### src/rtl/seg_pkg.sv
// rtl/seg_pkg.sv - shared constants, state enum and digit type for the 7-segment digit driver
package seg_pkg;

    typedef logic [3:0] bcd_digit_t;

    typedef enum logic [1:0] {
        ST_IDLE = 2'd0,
        ST_CONV = 2'd1,
        ST_DONE = 2'd2
    } state_t;

    // Active-low cathode patterns, bit order {g,f,e,d,c,b,a}
    localparam logic [6:0] SEG_BLANK = 7'b1111111;
    localparam logic [6:0] SEG_DASH  = 7'b0111111;
    localparam logic [6:0] SEG_DIGIT [10] = '{
        7'b1000000, 7'b1111001, 7'b0100100, 7'b0110000, 7'b0011001,
        7'b0010010, 7'b0000010, 7'b1111000, 7'b0000000, 7'b0010000
    };

    // 10^n, used to derive the largest value that fits the display
    function automatic logic [63:0] pow10(input int n);
        logic [63:0] p;
        p = 64'd1;
        for (int i = 0; i < n; i++) begin
            p = p * 64'd10;
        end
        return p;
    endfunction

endpackage

### src/rtl/bcd_seg_encode.sv
// rtl/bcd_seg_encode.sv - BCD digit plus blank/dash flags to active-low cathodes
module bcd_seg_encode
    import seg_pkg::*;
(
    input  bcd_digit_t  digit,
    input  logic        blank,
    input  logic        dash,
    output logic [6:0]  seg
);

    // Blank beats dash beats digit; non-decimal nibbles never reach here but show blank
    always_comb begin
        seg = SEG_BLANK;
        if (blank) begin
            seg = SEG_BLANK;
        end else if (dash) begin
            seg = SEG_DASH;
        end else begin
            case (digit)
                4'd0:    seg = SEG_DIGIT[0];
                4'd1:    seg = SEG_DIGIT[1];
                4'd2:    seg = SEG_DIGIT[2];
                4'd3:    seg = SEG_DIGIT[3];
                4'd4:    seg = SEG_DIGIT[4];
                4'd5:    seg = SEG_DIGIT[5];
                4'd6:    seg = SEG_DIGIT[6];
                4'd7:    seg = SEG_DIGIT[7];
                4'd8:    seg = SEG_DIGIT[8];
                4'd9:    seg = SEG_DIGIT[9];
                default: seg = SEG_BLANK;
            endcase
        end
    end

endmodule

### src/rtl/seg_digit_driver.sv
// rtl/seg_digit_driver.sv - binary to BCD double-dabble converter and cathode driver; option LEADING_ZERO_BLANK_EN
module seg_digit_driver
    import seg_pkg::*;
#(
    parameter int WIDTH  = 27,
    parameter int DIGITS = 8
) (
    input  logic              clk_1kHz,
    input  logic              rst,
    input  logic [WIDTH-1:0]  value,
    input  logic              load,
    input  logic [2:0]        current_digit,
    output logic [6:0]        seg,
    output logic              busy,
    output logic              done,
    output logic              ovf
);

    localparam int SW = DIGITS * 4;
    localparam int CW = $clog2(WIDTH + 1);
    localparam int DW = (DIGITS > 1) ? $clog2(DIGITS) : 1;
    localparam logic [63:0]   MAX_VAL  = pow10(DIGITS) - 64'd1;
    localparam logic [CW-1:0] LAST_CNT = CW'(WIDTH - 1);

    state_t           state;
    state_t           state_next;
    logic [WIDTH-1:0] shreg;
    logic [SW-1:0]    scratch;
    logic [SW-1:0]    adj;
    logic [SW-1:0]    disp_bcd;
    logic [CW-1:0]    cnt;
    logic             ovf_pend;
    logic             disp_dash;
    logic             ovf_q;
    logic             done_q;
    logic [DIGITS-1:0] lz_blank;
    logic             in_range;
    logic [DW-1:0]    sel;
    bcd_digit_t       cur_nib;
    logic             cur_blank;
    logic             cur_dash;

    // State register
    always_ff @(posedge clk_1kHz) begin
        if (rst) begin
            state <= ST_IDLE;
        end else begin
            state <= state_next;
        end
    end

    // Next-state logic: one CONV cycle per input bit, then a single DONE cycle
    always_comb begin
        state_next = state;
        case (state)
            ST_IDLE: if (load) state_next = ST_CONV;
            ST_CONV: if (cnt == LAST_CNT) state_next = ST_DONE;
            ST_DONE: state_next = ST_IDLE;
            default: state_next = ST_IDLE;
        endcase
    end

    // Double-dabble correction: any BCD nibble of 5 or more gets +3 before the shift
    always_comb begin
        adj = scratch;
        for (int i = 0; i < DIGITS; i++) begin
            if (scratch[i*4 +: 4] >= 4'd5) begin
                adj[i*4 +: 4] = scratch[i*4 +: 4] + 4'd3;
            end
        end
    end

    // Conversion datapath and display register; display only changes in DONE
    always_ff @(posedge clk_1kHz) begin
        if (rst) begin
            shreg     <= '0;
            scratch   <= '0;
            cnt       <= '0;
            ovf_pend  <= 1'b0;
            disp_bcd  <= '0;
            disp_dash <= 1'b0;
            ovf_q     <= 1'b0;
            done_q    <= 1'b0;
        end else begin
            done_q <= 1'b0;
            case (state)
                ST_IDLE: begin
                    if (load) begin
                        shreg    <= value;
                        scratch  <= '0;
                        cnt      <= '0;
                        ovf_pend <= (64'(value) > MAX_VAL);
                        ovf_q    <= 1'b0;
                    end
                end
                ST_CONV: begin
                    {scratch, shreg} <= {adj[SW-2:0], shreg, 1'b0};
                    cnt              <= cnt + CW'(1);
                end
                ST_DONE: begin
                    disp_bcd  <= scratch;
                    disp_dash <= ovf_pend;
                    ovf_q     <= ovf_pend;
                    done_q    <= 1'b1;
                end
                default: ;
            endcase
        end
    end

    // Leading-zero mask: a digit blanks when it and every digit above it are zero
`ifdef LEADING_ZERO_BLANK_EN
    logic lz_run;
    always_comb begin
        lz_blank = '0;
        lz_run   = 1'b1;
        for (int i = DIGITS - 1; i >= 1; i--) begin
            if (disp_bcd[i*4 +: 4] != 4'd0) begin
                lz_run = 1'b0;
            end
            lz_blank[i] = lz_run;
        end
    end
`else
    always_comb begin
        lz_blank = '0;
    end
`endif

    // Digit select straight from current_digit so the cathodes track the anodes with no lag
    always_comb begin
        in_range  = (32'(current_digit) < DIGITS);
        sel       = DW'(current_digit);
        cur_nib   = 4'd0;
        cur_blank = 1'b1;
        cur_dash  = 1'b0;
        if (in_range) begin
            cur_nib   = disp_bcd[{sel, 2'b00} +: 4];
            cur_blank = lz_blank[sel] & ~disp_dash;
            cur_dash  = disp_dash;
        end
    end

    bcd_seg_encode u_encode (
        .digit (cur_nib),
        .blank (cur_blank),
        .dash  (cur_dash),
        .seg   (seg)
    );

    assign busy = (state != ST_IDLE);
    assign done = done_q;
    assign ovf  = ovf_q;

endmodule

### config.mk
export PLATFORM = sky130hd
export DESIGN_NAME = seg_digit_driver
export DESIGN_NICKNAME = d
export VERILOG_FILES = /design/src/rtl/seg_pkg.sv /design/src/rtl/bcd_seg_encode.sv /design/src/rtl/seg_digit_driver.sv
export SDC_FILE = /design/constraint.sdc
export NUM_CORES = 1
export LEC_CHECK = 0
export BUFFER_PORTS_ARGS = -buffer_cell sky130_fd_sc_hd__buf_2
export CAP_MARGIN = 10
export CORE_ASPECT_RATIO = 0.6
export CORE_MARGIN = 2
export CORE_UTILIZATION = 30
export CTS_BUF_LIST = sky130_fd_sc_hd__clkbuf_16
export CTS_CLUSTER_SIZE = 40
export DETAILED_ROUTE_END_ITERATION = 7
export HOLD_SLACK_MARGIN = 0.08
export PLACE_DENSITY = 0.54
export SLEW_MARGIN = 20
export SYNTH_ARGS = -nofsm -noshare
export SYNTH_HDL_FRONTEND = slang
export SYNTH_SLANG_ARGS = --single-unit
### constraint.sdc
create_clock -name clk_1kHz -period 2.78 [get_ports clk_1kHz]
set_input_delay 0.556 -clock clk_1kHz [delete_from_list [all_inputs] [get_ports clk_1kHz]]
set_output_delay 0.556 -clock clk_1kHz [all_outputs]
set_load 0.02 [all_outputs]
Word level (Yosys, flattened, before mapping). Memories as Yosys holds them, arrays and structs flattened. Index checks and enable logic that the tools add are counted.

Bits of input ports: 33. Bits in registers: 102. Bits in read-only memories: 120. Memories kept: 2. Output and inout bits: 10. Logic and storage cells: 69.

Multiplexer cells: 23. Equal/unequal tests: 5. $lt $le $gt $ge: 10. Reductions and logical operators: 8. Shift operators: 1. Add/sub/neg operators: 9. Bitwise operators: 2.

Memory list: (name not given) (depth 16, width 7, rd ports 1, clocked after memory_dff 0, wr ports 0, RTL line bcd_seg_encode.sv:19) `case (digit)`; (name not given) (depth 8, width 1, rd ports 1, clocked after memory_dff 0, wr ports 0, RTL line seg_digit_driver.sv:139) `cur_blank = lz_blank[sel] & ~disp_dash;`.

Operators by type and width (number): $pmux W32 S2 (1); $pmux W27 S2 (1); $ge A4 B3 Y1 const B (8); $mux W32 (1); $shiftx A32 B6 Y4 (1); $add A4 B2 Y4 const B (7); $mux W4 (7); $gt A27 B27 Y1 const B (1); $mux W27 (1); $mux W7 (2); $pmux W5 S2 (1); $reduce_and A2 Y1 (4); $reduce_bool A2 Y1 (3); $add A5 B1 Y5 const B (1); $eq A5 B5 Y1 const B (1); $mux W5 (1); $lt A3 B4 Y1 const B (1); $mux W2 (2); $ne A2 B2 Y1 const B (2); $pmux W2 S2 (1); $add A3 B2 Y3 const B (1); $mux W1 (3); $mux W3 (1); $eq A2 B1 Y1 const B (1); 5 further kinds (5).

Depth between registers and ports, before layout. Gate-level depths: netlist of the first run.

Depth after elaboration: 4. Gate-level depth with buffers: 9. Depth with buffers taken out: 8.

By module. A second synthesis of the first run with hierarchy kept.

Cell total of the unflattened synthesis: 557. Area, all modules: 4820.9 um2.

Modules (own cells, without submodules): seg_digit_driver (area an instance 4584.4 um2, seq. area each 2042.0 um2, instances 1, cells each 527); bcd_seg_encode (area an instance 236.5 um2, seq. area each 0.0 um2, instances 1, cells each 30).

Worst setup path after synthesis of the first run. OpenSTA, ideal clock, no wires.

Path kind: input to output. Start: input port current_digit[0]. End: output port seg[3]. Data required time: 2.224 ns. Arrival: 2.231 ns. Path buffers: 1. Stages: 6. Setup slack: -0.007 ns. Path through: buf_6 -> mux4_2 -> mux2i_1 -> ha_1 -> nor3b_2 -> a21oi_1.

Word-level cells in the longest chain between the ends: 4. Elaborated cells between the ends (all ways): 7. Classes of those cells: shift: 1; mux: 3; bitwise: 1; memory: 2.

Ends and longest elaborated chain: from (decl) (RTL line seg_digit_driver.sv:12) `input logic [2:0] current_digit,`; $shiftx A32 B6 Y4 or $mem_v2 Z8 W1 (tied branches); $mem_v2 Z16 W7 or $mux W1 (tied branches); $mux W7 or $and A1 B1 Y1 (tied branches) (RTL line bcd_seg_encode.sv:16, seg_digit_driver.sv:139); $mux W7 (*) (RTL line bcd_seg_encode.sv:14) `if (blank) begin`; to (decl) (RTL line seg_digit_driver.sv:13) `output logic [6:0] seg,`.

Mark *: on every way between the ends. The rest lies on a longest branch, timed or not. The select of a mux whose other input is x is not followed.

Worst setup path in the final report of the first run.
Start: input port current_digit[0]. End: output port seg[2].

Same word-level chain as after synthesis.

==> impl_metrics.py, run 1 <==
metrics = {
    "yosys": {
        "synth_nets": 667,
        "synth_top_cell_by_area": "dfxtp_1",
        "synth_common_cells": "107 x nand2_1, 102 x a21oi_1, 102 x dfxtp_1",
        "synth_cells": 610,
        "synth.cell_area_mm2": 0.004964,
        "synth_area_per_cell_um2": 8.137,
        "synth_cell_type_count": 41,
        "synth_edf_count": 0,
        "async_flop_share_pct": 0,
        "synth_flop_cell": "dfxtp_1",
        "seq_area_frac_synth_pct": 41.14,
        "netlist.area_leader.share_pct": 41.14,
        "synthTopCellsByArea": "dfxtp_1 41%, a21oi_1 10%, nand2_1 8.1%",
        "ys_warn_count": 0,
        "synth-seq-cells": 102,
        "synth_most_common_cell": "nand2_1",
    },
    "critical_path": {
        "crit_arrival_ps": 2230,
        "critPathCaptureType": "output port",
        "cp.required_ps": 2220,
        "crit_fanout": 5,
        "cp-start-kind": "input pin",
        "critPathKind": "input pin to output port",
    },
    "die": {
        "dieArea_mm2": 0.01762,
        "fp.coreArea_mm2": 0.01622,
        "fp.dieW_um": 170.1,
        "initial_core_util_pct": 30.61,
        "num_rows": 36,
        "fp.dieH_um": 103.6,
        "io_pins": 43,
    },
    "cts": {
        "hold_buffers": 0,
        "numCtsBuffers": 9,
        "cts.sinks": 102,
        "clockBufferDepth": 2,
        "htree_levels": 3,
        "cts_root_buf": "clkbuf_16",
        "cts_tree": "done",
        "clock_latency_ps": 340,
        "clkTransAtPathRegs_ps": 70,
    },
    "outcome": {
        "status": "finished, violations left",
        "violations": "setup timing",
    },
    "timing": {
        "finalSetupViolations": 1,
        "period_needed_ps": 2783,
        "period_share_pct": 100.1,
        "rsz0062_at_grt": "true",
        "slew_headroom_pct": 55.99,
        "slew_viol_final": 0,
        "hold_slack_ps": 454.4,
        "clock_skew_ps": 10.56,
        "hold_violations": 0,
        "fin_ws_ps": -2.722,
        "fmax_mhz": 359.4,
        "tightest_slew_ps": 660.1,
        "tns_ps": -2.722,
    },
    "global_routing": {
        "grt_max_degree": 45,
        "grt_overflow": 0,
        "grt_pass1_vias": 4014,
        "grtUsageTotal_pct": 14.14,
        "antenna_found_initial": 0,
        "grt_first_pass_wirelength_um": 20100,
    },
    "cells_and_area": {
        "finalNetCount": 698,
        "fin_cells": 855,
        "final_util_pct": 36.01,
        "final_area_mm2": 0.005839,
        "antennaDiodeCount": 0,
        "area_growth_pct": 17.65,
        "drive_gt1_share_pct": 18.27,
        "n_fill_cell": 1658,
    },
    "pwr": {
        "p_clk_share_pct": 40.9,
        "power_frac_seq_pct": 51.1,
        "internal_power_mw": 2.197,
        "p_leak_nw": 2.083,
        "finalPower_mw": 2.955,
        "comb_power_share_pct": 8.0,
        "power.density_mw_per_mm2": 506.0,
        "switching_share_pct": 25.66,
        "netSwitchingPower_mw": 0.7580,
        "vdd_drop_max_uv": 292.1,
    },
    "routing": {
        "drc": 0,
        "first_iter_violations": 310,
        "first_pass_iters": 5,
        "num_vias": 4251,
        "routed_wl_um": 12350,
        "detail_route.wl_per_cell_um": 14.44,
        "vias_per_cell": 4.972,
        "antenna_left": 0,
    },
    "place": {
        "port_buffers": 42,
        "dpl.hpwl_um": 8344,
        "place_inst": 836,
        "pre_cts_slack_ps": -88.26,
        "gp_congestion": 0.8165,
        "placed_cell_area_mm2": 0.005426,
    },
    "worst_hold_path": {
        "min_path_type": "flip-flop to flip-flop",
    },
    "job": {
        "max_cap_viol_count": 0,
    },
}
[sequential cells by signal (all words and copies together), names as in the netlist]
| signal | count |
|---|---|
| done | 1 |
| ovf | 1 |
| cur_dash | 1 |
| state | 2 |
| ovf_pend | 1 |
| scratch | 32 |
| cnt | 5 |
| shreg | 27 |
| disp_bcd | 32 |
[power by group through the flow]
stage | clock network, mW | registers, mW | logic, mW
2_1_floorplan | 0 | 1.54 | 0.149
3_3_place_gp | 0 | 1.54 | 0.234
3_5_place_dp | 0 | 1.54 | 0.237
4_1_cts | 1.26 | 1.51 | 0.238
5_1_grt | 1.31 | 1.51 | 0.264
6_report | 1.21 | 1.51 | 0.237
[kinds of logic (layout without fill, tap and decap cells)]
logic type / Yosys count / after routing / share of synthesized area, %
buffers and inverters: 66 / 102 / 5.545
XOR/XNOR: 16 / 16 / 2.823
multiplexers: 13 / 13 / 5.243
adder cells (fa/ha/maj): 24 / 24 / 6.050
AND/OR/NAND/NOR: 220 / 220 / 20.17
AO/OA/AOI/OAI: 169 / 169 / 19.03
flip-flops: 102 / 102 / 41.14
[per-layer routing]
| layer | GRT usage, % | part of all wire [%] |
|---|---|---|
| met3 | 3.745 | 5.2 |
| met4 | 3.419 | 0.46 |
| met2 | 21.78 | 46 |
| met5 | 0 | 0 |
| met1 | 19.66 | 49 |
[repair_timing]
item	in CTS	in global routing
pin swaps	0	5
setup buffers	1	2
setup endpoints to repair	4	6
resized for setup	3	30
[path summary, 6_finish.rpt]
path | endpoint | depth (start not counted) | start | slack, ps
max reg2reg | scratch[3] | 6 | state[1] | 1080
min | scratch[0] | 2 | shreg[26] | 450
min reg2reg | scratch[0] | 2 | shreg[26] | 450
max | seg[2] | 9 | current_digit[0] | -3
[cell type report]
class                   instances  area (um^2)  area share, %
multi-input cells             442         2715          46.50
flip-flops and latches        102         2052          35.14
repair buffers                 64        444.2          7.607
well taps                     209        261.5          4.478
clock buffers                   9        225.2          3.857
inverters                      22        82.58          1.414
clock inverters                 7        58.81          1.007
[layout by cell type (no fill, tap or decap), types with 2 or more instances in the layout]
master / n
ha_1: 22
mux2i_4: 2
nand4_1: 3
nand2b_1: 16
o21ai_0: 23
inv_1: 21
and2_1: 8
buf_6: 5
or2_2: 2
buf_2: 35
a31oi_1: 8
clkbuf_16: 9
a21oi_1: 99
dfxtp_1: 94
o21ai_1: 4
a21oi_2: 3
nor3_1: 16
xnor2_1: 9
a22oi_1: 27
xor2_1: 7
nor2_1: 27
nand2_1: 106
dfxtp_2: 8
mux4_2: 8
buf_4: 20
nand3_1: 28
buf_12: 2
clkinv_4: 3
[critical path, cell delays in order]
cell	delay [ps]
buf_8	90
mux4_2	520
mux2i_4	230
buf_6	140
buf_4	110
nand2b_1	110
o21ai_1	220
nand2b_1	100
buf_6	140
Power figures use the tool's default switching activity.
==> run 2: changes to the inputs <==
Settings changed: CORE_MARGIN 2 to 1.
==> run 2 against run 1 <==
  * The flow now finishes without violations
  * Critical path type unchanged
  * Power fell by 0.50%
  * Sequential share of layout area rose by 0.12 points
  * Sequential cell count did not move
  * Final area fell by 0.54%
  * Critical endpoint unchanged
  * Critical path depth rose by 1
==> impl_metrics.py, run 2 (synthesis results as in run 1) <==
metrics = {
    "outcome": {
        "status": "finished, final reports clean",
    },
    "job": {
        "max_cap_viol_count": 0,
    },
    "pwr": {
        "finalPower_mw": 2.940,
        "vdd_drop_max_uv": 259.9,
        "p_leak_nw": 2.066,
        "power.density_mw_per_mm2": 506.2,
    },
    "cells_and_area": {
        "ff_latch_area_mm2": 0.002048,
        "multiInputGateArea_mm2": 0.002718,
        "finalNetCount": 695,
        "n_fill_cell": 1577,
        "drive_gt1_share_pct": 17.26,
        "final_cell_mix": "107 x nand2_1, 100 x a21oi_1, 97 x dfxtp_1, 35 x buf_2, 28 x nand3_1",
        "reg_top3": "disp_bcd (32), scratch (32), shreg (27)",
        "antennaDiodeCount": 0,
        "area_growth_pct": 17.02,
        "fin_cells": 846,
        "layout_commonest_cell": "nand2_1",
    },
    "routing": {
        "antenna_left": 0,
        "vias_per_cell": 5.022,
        "first_iter_violations": 357,
        "routed_wl_um": 12240,
        "num_vias": 4249,
        "drc": 0,
        "first_pass_iters": 5,
        "detail_route.wl_per_cell_um": 14.46,
    },
    "timing": {
        "fmax_mhz": 362.5,
        "hold_violations": 0,
        "finalSetupViolations": 0,
        "slew_headroom_pct": 67.89,
        "period_needed_ps": 2759,
        "clock_skew_ps": 6.884,
        "tightest_slew_ps": 481.7,
        "slew_viol_final": 0,
        "period_share_pct": 99.24,
        "hold_slack_ps": 452.6,
        "rsz0062_at_grt": "true",
    },
    "critical_path": {
        "critPathCaptureType": "output port",
        "cpPeakStageDelay_ps": 530,
        "slowest_stage": "mux4_2",
        "cp-start-kind": "input pin",
        "path_buf_inv": 4,
        "cp_cell_sequence": "buf_6 -> mux4_2 -> mux2i_4 -> buf_6 -> ha_2 -> inv_1 -> o21ai_1 -> o21ai_1 -> nand2b_1 -> buf_6",
        "critPathKind": "input pin to output port",
        "cp.required_ps": 2220,
        "crit_arrival_ps": 2200,
        "cp_top_family": "multiplexers",
        "crit_top_cell": "buf_6",
        "crit_fanout": 5,
    },
    "die": {
        "fp.coreArea_mm2": 0.01577,
        "num_rows": 35,
        "io_pins": 43,
        "fp.dieH_um": 101.6,
        "fp.dieW_um": 168.1,
        "dieArea_mm2": 0.01708,
        "initial_core_util_pct": 31.48,
    },
    "place": {
        "port_buffers": 42,
        "gp_congestion": 0.7965,
        "dpl.hpwl_um": 8073,
        "place_inst": 825,
    },
    "cts": {
        "clockBufferDepth": 2,
        "cts.sinks": 102,
        "hold_buffers": 0,
        "clock_latency_ps": 350,
        "cts_tree": "done",
        "clkTransAtPathRegs_ps": 70,
        "htree_levels": 3,
        "cts_root_buf": "clkbuf_16",
        "numCtsBuffers": 9,
    },
    "global_routing": {
        "grtUsageTotal_pct": 14.70,
        "grt_first_pass_wirelength_um": 20050,
        "antenna_found_initial": 0,
        "grt_overflow": 0,
        "grt_max_degree": 103,
        "grt_pass1_vias": 4044,
    },
    "worst_hold_path": {
        "min_path_type": "input pin to flip-flop",
    },
}
-- run 2: changes by cell type in the layout (fill, tap and decap cells not counted), sizes merged --
| cell | delta |
|---|---|
| buf | -2 |
| clkbuf | -1 |
| clkinvlp | -1 |
| inv | +1 |
-- run 2: metal layers --
layer	track usage (%)	part of all wire [%]	routed length, um	vias to the layer above
met5	0	0	0	-
met4	3.846	1.0	123	0
met3	4.064	4.9	599	11
met2	22.82	44	5370	71
met1	20.16	50	6143	2009
li1	-	-	-	2158
-- run 2: power by group --
group,leakage (nW),internal [mW],switching [mW]
registers,0.829,1.49,0.0189
logic,1.10,0.0772,0.151
clock network,0.140,0.619,0.582
-- run 2: area by class of cell --
cell class,instances,area share [%]
Clock buffer,9,3.878
Clock inverter,7,0.9479
Inverter,22,1.422
Multi-Input combinational cell,442,46.79
Sequential cell,102,35.26
Tap cell,203,4.373
Timing Repair Buffer,61,7.324
-- run 2: per-stage QoR --
| step | cell area [um^2] | setup slack [ps] | util, % | setup TNS (ps) |
|---|---|---|---|---|
| after floorplan | 4967 | 61.50 | - | 0 |
| after global placement | 5381 | -33.51 | 34.13 | -46.68 |
| after detailed placement | 5381 | -126.4 | 34.13 | -329.7 |
| after CTS | 5692 | 6.623 | 36.10 | 0 |
| after global routing | 5808 | -90.40 | 36.84 | -183.2 |
| final | 5808 | 21.09 | 36.84 | 0 |
-- run 2: repair_timing --
action                                  CTS  global route
endpoints found under the setup margin    6             6
gates resized for setup                   6            25
buffers inserted                          2             3
pin swaps                                 1             1
-- run 2: worst paths after layout --
check                    from      endpoint  slack, ps  cells past startpoint
max          current_digit[0]        seg[2]         20                     10
min                  value[0]      shreg[0]        450                      3
max reg2reg          state[0]     shreg[20]       1010                      4
min reg2reg      disp_bcd[31]  disp_bcd[31]        460                      2
-- run 2: worst register-to-register path: cells and delay by family (launching register included) --
family	cells	cell delay, ps
AO/OA/AOI/OAI	2	360
buffers and inverters	1	480
flip-flops	1	410
AND/OR/NAND/NOR	1	460
